**src/rtl/reg_file_sb_if.sv**
```systemverilog
// Bundle of the write-back, read and issue/scoreboard signals of the decode-stage register file.
// The master side belongs to the pipeline and the slave side belongs to the register file.
interface reg_file_sb_if #(
  parameter int DATA_W = 32,
  parameter int ADDR_W = 5
);
  logic                  wr_en;
  logic [ADDR_W-1:0]     wr_addr;
  logic [DATA_W-1:0]     wr_data;
  logic [DATA_W/8-1:0]   wr_be;
  logic [ADDR_W-1:0]     rd_addr_a;
  logic [ADDR_W-1:0]     rd_addr_b;
  logic                  rd_use_a;
  logic                  rd_use_b;
  logic [DATA_W-1:0]     rd_data_a;
  logic [DATA_W-1:0]     rd_data_b;
  logic                  iss_valid;
  logic [ADDR_W-1:0]     iss_addr;
  logic                  busy_a;
  logic                  busy_b;
  logic                  stall;

  modport master (
    output wr_en, wr_addr, wr_data, wr_be,
    output rd_addr_a, rd_addr_b, rd_use_a, rd_use_b,
    output iss_valid, iss_addr,
    input  rd_data_a, rd_data_b, busy_a, busy_b, stall
  );

  modport slave (
    input  wr_en, wr_addr, wr_data, wr_be,
    input  rd_addr_a, rd_addr_b, rd_use_a, rd_use_b,
    input  iss_valid, iss_addr,
    output rd_data_a, rd_data_b, busy_a, busy_b, stall
  );
endinterface

```
**src/rtl/reg_file_sb.sv**
```systemverilog
// Decode-stage register file: two combinational read ports, one byte-enabled write port,
// optional hardwired zero register and write bypass, plus a busy-bit scoreboard driving stall.
module reg_file_sb #(
  parameter int DATA_W   = 32,
  parameter int ADDR_W   = 5,
  parameter int ZERO_REG = 1,
  parameter int BYPASS   = 1
) (
  input  logic            clk,
  input  logic            reset,
  reg_file_sb_if.slave    bus
);

  localparam int NUM_REGS = 2 ** ADDR_W;
  localparam int BE_W     = DATA_W / 8;

  logic [DATA_W-1:0]   regs [NUM_REGS];
  logic [NUM_REGS-1:0] busy;

  logic [DATA_W-1:0]   wr_merged;
  logic                wr_ok;
  logic                fwd_a;
  logic                fwd_b;
  logic                iss_ok;

  // Register 0 is read-only when it is hardwired to zero.
  function automatic logic is_writable(input logic [ADDR_W-1:0] addr);
    return !((ZERO_REG != 0) && (addr == '0));
  endfunction

  // The word a write would leave behind: stored bytes with the enabled lanes replaced.
  always_comb begin
    wr_merged = regs[bus.wr_addr];
    for (int i = 0; i < BE_W; i++) begin
      if (bus.wr_be[i]) begin
        wr_merged[8*i +: 8] = bus.wr_data[8*i +: 8];
      end
    end
  end

  assign wr_ok  = bus.wr_en && is_writable(bus.wr_addr);
  assign fwd_a  = (BYPASS != 0) && wr_ok && (bus.wr_addr == bus.rd_addr_a);
  assign fwd_b  = (BYPASS != 0) && wr_ok && (bus.wr_addr == bus.rd_addr_b);
  assign iss_ok = bus.iss_valid && !bus.stall && is_writable(bus.iss_addr);

  always_ff @(posedge clk or posedge reset) begin
    if (reset) begin
      for (int i = 0; i < NUM_REGS; i++) begin
        regs[i] <= '0;
      end
    end else if (wr_ok) begin
      regs[bus.wr_addr] <= wr_merged;
    end
  end

  // Issue is applied after writeback so a newer producer on the same register keeps it busy.
  always_ff @(posedge clk or posedge reset) begin
    if (reset) begin
      busy <= '0;
    end else begin
      if (bus.wr_en) begin
        busy[bus.wr_addr] <= 1'b0;
      end
      if (iss_ok) begin
        busy[bus.iss_addr] <= 1'b1;
      end
    end
  end

  always_comb begin
    bus.rd_data_a = '0;
    bus.rd_data_b = '0;
    if (!reset) begin
      if (!is_writable(bus.rd_addr_a)) begin
        bus.rd_data_a = '0;
      end else if (fwd_a) begin
        bus.rd_data_a = wr_merged;
      end else begin
        bus.rd_data_a = regs[bus.rd_addr_a];
      end
      if (!is_writable(bus.rd_addr_b)) begin
        bus.rd_data_b = '0;
      end else if (fwd_b) begin
        bus.rd_data_b = wr_merged;
      end else begin
        bus.rd_data_b = regs[bus.rd_addr_b];
      end
    end
  end

  // A forwarded operand is final, so it no longer counts as pending.
  always_comb begin
    bus.busy_a = 1'b0;
    bus.busy_b = 1'b0;
    if (!reset) begin
      bus.busy_a = busy[bus.rd_addr_a] && !fwd_a;
      bus.busy_b = busy[bus.rd_addr_b] && !fwd_b;
    end
  end

  assign bus.stall = (bus.rd_use_a && bus.busy_a) || (bus.rd_use_b && bus.busy_b);

endmodule

```
**src/flat_wrapper.sv**
```systemverilog
// flat-port wrapper written by rule: the top's interface ports become plain ports
module reg_file_sb_flat 
#(
  parameter int DATA_W   = 32,
  parameter int ADDR_W   = 5,
  parameter int ZERO_REG = 1,
  parameter int BYPASS   = 1
)
  (clk, reset, bus_wr_en, bus_wr_addr, bus_wr_data, bus_wr_be, bus_rd_addr_a, bus_rd_addr_b, bus_rd_use_a, bus_rd_use_b, bus_iss_valid, bus_iss_addr, bus_rd_data_a, bus_rd_data_b, bus_busy_a, bus_busy_b, bus_stall);
  reg_file_sb_if #(.DATA_W(DATA_W), .ADDR_W(ADDR_W)) bus_i ();
  input  logic clk;
  input  logic reset;
  input wire logic [$bits(bus_i.wr_en)-1:0] bus_wr_en;
  input wire logic [$bits(bus_i.wr_addr)-1:0] bus_wr_addr;
  input wire logic [$bits(bus_i.wr_data)-1:0] bus_wr_data;
  input wire logic [$bits(bus_i.wr_be)-1:0] bus_wr_be;
  input wire logic [$bits(bus_i.rd_addr_a)-1:0] bus_rd_addr_a;
  input wire logic [$bits(bus_i.rd_addr_b)-1:0] bus_rd_addr_b;
  input wire logic [$bits(bus_i.rd_use_a)-1:0] bus_rd_use_a;
  input wire logic [$bits(bus_i.rd_use_b)-1:0] bus_rd_use_b;
  input wire logic [$bits(bus_i.iss_valid)-1:0] bus_iss_valid;
  input wire logic [$bits(bus_i.iss_addr)-1:0] bus_iss_addr;
  output wire logic [$bits(bus_i.rd_data_a)-1:0] bus_rd_data_a;
  output wire logic [$bits(bus_i.rd_data_b)-1:0] bus_rd_data_b;
  output wire logic [$bits(bus_i.busy_a)-1:0] bus_busy_a;
  output wire logic [$bits(bus_i.busy_b)-1:0] bus_busy_b;
  output wire logic [$bits(bus_i.stall)-1:0] bus_stall;
  assign bus_i.wr_en = bus_wr_en;
  assign bus_i.wr_addr = bus_wr_addr;
  assign bus_i.wr_data = bus_wr_data;
  assign bus_i.wr_be = bus_wr_be;
  assign bus_i.rd_addr_a = bus_rd_addr_a;
  assign bus_i.rd_addr_b = bus_rd_addr_b;
  assign bus_i.rd_use_a = bus_rd_use_a;
  assign bus_i.rd_use_b = bus_rd_use_b;
  assign bus_i.iss_valid = bus_iss_valid;
  assign bus_i.iss_addr = bus_iss_addr;
  assign bus_rd_data_a = bus_i.rd_data_a;
  assign bus_rd_data_b = bus_i.rd_data_b;
  assign bus_busy_a = bus_i.busy_a;
  assign bus_busy_b = bus_i.busy_b;
  assign bus_stall = bus_i.stall;
  reg_file_sb #(.DATA_W(DATA_W), .ADDR_W(ADDR_W), .ZERO_REG(ZERO_REG), .BYPASS(BYPASS)) u_core (.clk(clk), .reset(reset), .bus(bus_i));
endmodule
```
**config.mk**
```make
export PLATFORM = sky130hd
export DESIGN_NAME = reg_file_sb_flat
export DESIGN_NICKNAME = d
export VERILOG_FILES = /design/src/rtl/reg_file_sb_if.sv /design/src/rtl/reg_file_sb.sv /design/src/flat_wrapper.sv
export SDC_FILE = /design/constraint.sdc
export NUM_CORES = 2
export LEC_CHECK = 0
export BUFFER_PORTS_ARGS = -buffer_cell sky130_fd_sc_hd__buf_2
export CAP_MARGIN = 20
export CORE_MARGIN = 4
export CORE_UTILIZATION = 34
export CTS_BUF_LIST = sky130_fd_sc_hd__clkbuf_16
export DETAILED_ROUTE_END_ITERATION = 8
export PLACE_DENSITY_LB_ADDON = 0.3
export SKIP_CTS_REPAIR_TIMING = 1
export SYNTH_ARGS = -nofsm -noshare
export SYNTH_HDL_FRONTEND = slang
export SYNTH_SLANG_ARGS = --single-unit
```
**constraint.sdc**
```tcl
create_clock -name clk -period 106.2 [get_ports clk]
set_input_delay 21.24 -clock clk [delete_from_list [all_inputs] [get_ports clk]]
set_output_delay 21.24 -clock clk [all_outputs]
set_load 0.02 [all_outputs]
```
==> results.sh <==
export IMPL_crit_start="bus_wr_addr[0]"
export IMPL_finClkSkew_ps=28.5
export IMPL_place_worst_setup_slack_ps=58450
export IMPL_drive_above_1_share=0.290
export IMPL_slew_viol_final=0
export IMPL_dpl_hpwl_mm=142
export IMPL_ff2ff_path_depth=7
export IMPL_leakagePower_uw=0.0284
export IMPL_regToRegStartpoint="u_core.regs[928]$_DFFE_PP0P_"
export IMPL_wl_per_cell_um=31.8
export IMPL_cts_inserted_buffers=114
export IMPL_viasPerCell=6.27
export IMPL_synth_nets=5335
export IMPL_dieArea_mm2=0.191
export IMPL_cts_sinks=1056
export IMPL_cts_htree_levels=3
export IMPL_start_kind="input pin"
export IMPL_clockBufferDepth=3
export IMPL_grt_use_total=0.251
export IMPL_grt_pass1_wl_mm=349
export IMPL_core_area_mm2=0.183
export IMPL_vias=47700
export IMPL_synthMuxAreaShare=0.340
export IMPL_hold_depth=0
export IMPL_path_class="in2out"
export IMPL_dieWidth_um=437
export IMPL_row_count=157
export IMPL_cp_arrival_ps=26450
export IMPL_min_period_ps=47690
export IMPL_fmax_mhz=21.0
export IMPL_crit_required_ps=84960
export IMPL_hold_path_class="reg2reg"
export IMPL_dr_pass1_iters=6
export IMPL_gp_congestion=0.846
export IMPL_grt_pass1_vias=46800
export IMPL_grt_setup_unrepaired="false"
export IMPL_syn_inst=5273
export IMPL_postRouteAntennaNets=0
export IMPL_stdcell_count=7610
export IMPL_fillers=17700
export IMPL_grt_overflow_total=0
export IMPL_start_util=0.342
export IMPL_peakVddDrop_uv=14.4
export IMPL_drc=0
export IMPL_synth_avg_cell_area_um2=11.9
export IMPL_port_buffers=128
export IMPL_synth_edf_count=0
export IMPL_synth_async_sr_flop_share=1.00
export IMPL_synth_seq_area_share=0.422
export IMPL_cts_tree="yes"
export IMPL_final_setup_viol_count=0
export IMPL_period_share=0.449
export IMPL_status="complete, no violations"
export IMPL_worstHoldStart="u_core.regs[993]$_DFFE_PP0P_"
export IMPL_grt_max_degree=155
export IMPL_ys_flop_type="dfrtp_1"
export IMPL_max_slew_worst_pin_slew_ps=1220
export IMPL_critPathMaxFanout=47
export IMPL_yosys_register_bits=1056
export IMPL_netlist_area_mm2=0.0626
export IMPL_ios=129
export IMPL_tns_ps=0
export IMPL_critPathCaptureType="primary output"
export IMPL_synth_top_family_by_area="multiplexers"
export IMPL_p_per_area_mw_per_mm2=18.4
export IMPL_finalWorstSetupSlack_ps=58510
export IMPL_drt_iter0_drc=6369
export IMPL_drt_wl_total_mm=242
export IMPL_synth_compound_area_frac=0.115
export IMPL_maxCapViolCount=0
export IMPL_syn_to_final_growth_pct=10.9
export IMPL_antenna_found_initial=14
export IMPL_synth_fa_ha_area_frac=0
export IMPL_cts_root_buf="clkbuf_16"
export IMPL_ys_types=51
export IMPL_nNetsFinal=5105
export IMPL_synth_simple_gate_area_frac=0.0799
export IMPL_die_h_um=437
export IMPL_clk_insertion_delay_late_ps=770
export IMPL_synth_xor_area_share=0.00140
export IMPL_finalHoldViolations=0
export IMPL_yosysWarningCount=0
export IMPL_relSlewSlack=0.182
export IMPL_clk_transition_reported_paths_ps=60
export IMPL_dp_cells=7388
[metrics by stage]
stage	hold WS (ps)	utilization	total power (uW)	area, um2
final	413	0.379	1280	69400
after global routing	429	0.379	1330	69400
after CTS	415	0.379	1280	69400
after detailed placement	402	0.358	860	65600
after global placement	393	0.358	850	65500
after floorplan	458	-	765	62600
[worst max-delay path: stages]
cell and delay (ps):
buf_8 400, buf_4 640, buf_4 760, buf_4 810, mux4_2 600, a221oi_1 320
a31oi_1 80, o22ai_2 620, buf_4 340, a211oi_1 110, buf_2 210
[report_power, final]
part           total [uW]  internal, uW  switching [uW]
Combinational         308           161             147
Sequential            551           477            73.9
Clock                 419           238             181
[cells in the final DEF (no fill, tap or decap), drive strengths merged, types with 6 or more instances in the layout]
cell type  instances
a211oi            73
a21oi             33
a221oi            13
a22oi             37
a31o              13
buf              275
bufinv            16
clkbuf           117
clkinv            64
clkinvlp           6
dfrtp           1056
diode              6
inv               20
mux2              33
mux2i             50
mux4             908
nand2           1174
nand3             13
nor2              39
nor2b             29
nor3b              7
o211ai             7
o21ai           1041
o221ai             6
o22ai             49
o2bb2ai            9
o32ai              6
xnor2              8
[cell families (layout without fill, tap and decap cells)]
kind of cell           Yosys count  after routing
AO/OA/AOI/OAI                 1302           1302
AND/OR/NAND/NOR               1283           1283
flip-flops                    1056           1056
multiplexers                   991            991
buffers and inverters          631            498
XOR/XNOR                        10             10
other                            0              6
[path summary, 6_finish.rpt]
| path | slack (ps) | to |
|---|---|---|
| worst max-delay path | 58510 | bus_rd_data_b[9] |
| worst min-delay path | 410 | u_core.regs[993]$_DFFE_PP0P_ |
| worst max register to register | 103160 | u_core.regs[160]$_DFFE_PP0P_ |
| worst min register to register | 410 | u_core.regs[993]$_DFFE_PP0P_ |
| max in group asynchronous | 82390 | u_core.regs[173]$_DFFE_PP0P_ |
| min in group asynchronous | 20650 | u_core.regs[194]$_DFFE_PP0P_ |
[metal layers]
layer / global-route usage / vias to the layer above / routed length [um]
met4: 0.107 / 6 / 12300
li1: - / 19400 / -
met2: 0.374 / 3009 / 107000
met1: 0.342 / 24600 / 94400
met3: 0.0737 / 610 / 27700
met5: 0 / - / 49
[registers in the layout, summed over array words and instances (netlist names)]
| signal | flops |
|---|---|
| u_core.busy | 32 |
| u_core.regs | 1024 |
[Yosys cell counts (7+ instances only)]
master	number	area, um2
a31o_2	13	114
nor2b_1	29	181
a22oi_1	37	278
nand3_1	13	65.1
o21ai_1	42	210
mux2_2	33	372
xnor2_1	8	70.1
a211oi_1	73	548
a21oi_1	33	165
o2bb2ai_1	9	78.8
mux2i_1	50	500
a221oi_1	13	114
o211ai_1	7	52.6
o22ai_1	49	307
dfrtp_1	1056	26400
o21ai_0	988	4940
buf_2	108	541
buf_1	51	191
buf_6	10	113
nor2_1	39	146
clkbuf_1	440	1650
mux4_2	908	20400
buf_4	8	60.1
nand2_1	1174	4410
o21ai_2	11	96.3
[final cells by class]
cell class,count,area [um2],share of cell area
Multi-Input combinational cell,3586,34100,0.491
Sequential cell,1056,26400,0.381
Tap cell,2464,3080,0.0444
Clock buffer,117,2930,0.0422
Timing Repair Buffer,275,1970,0.0284
Clock inverter,96,893,0.0129
Inverter,10,47.5,0.000685
Antenna cell,6,15.0,0.000216
No activity file was read; power rests on OpenSTA's default activity.
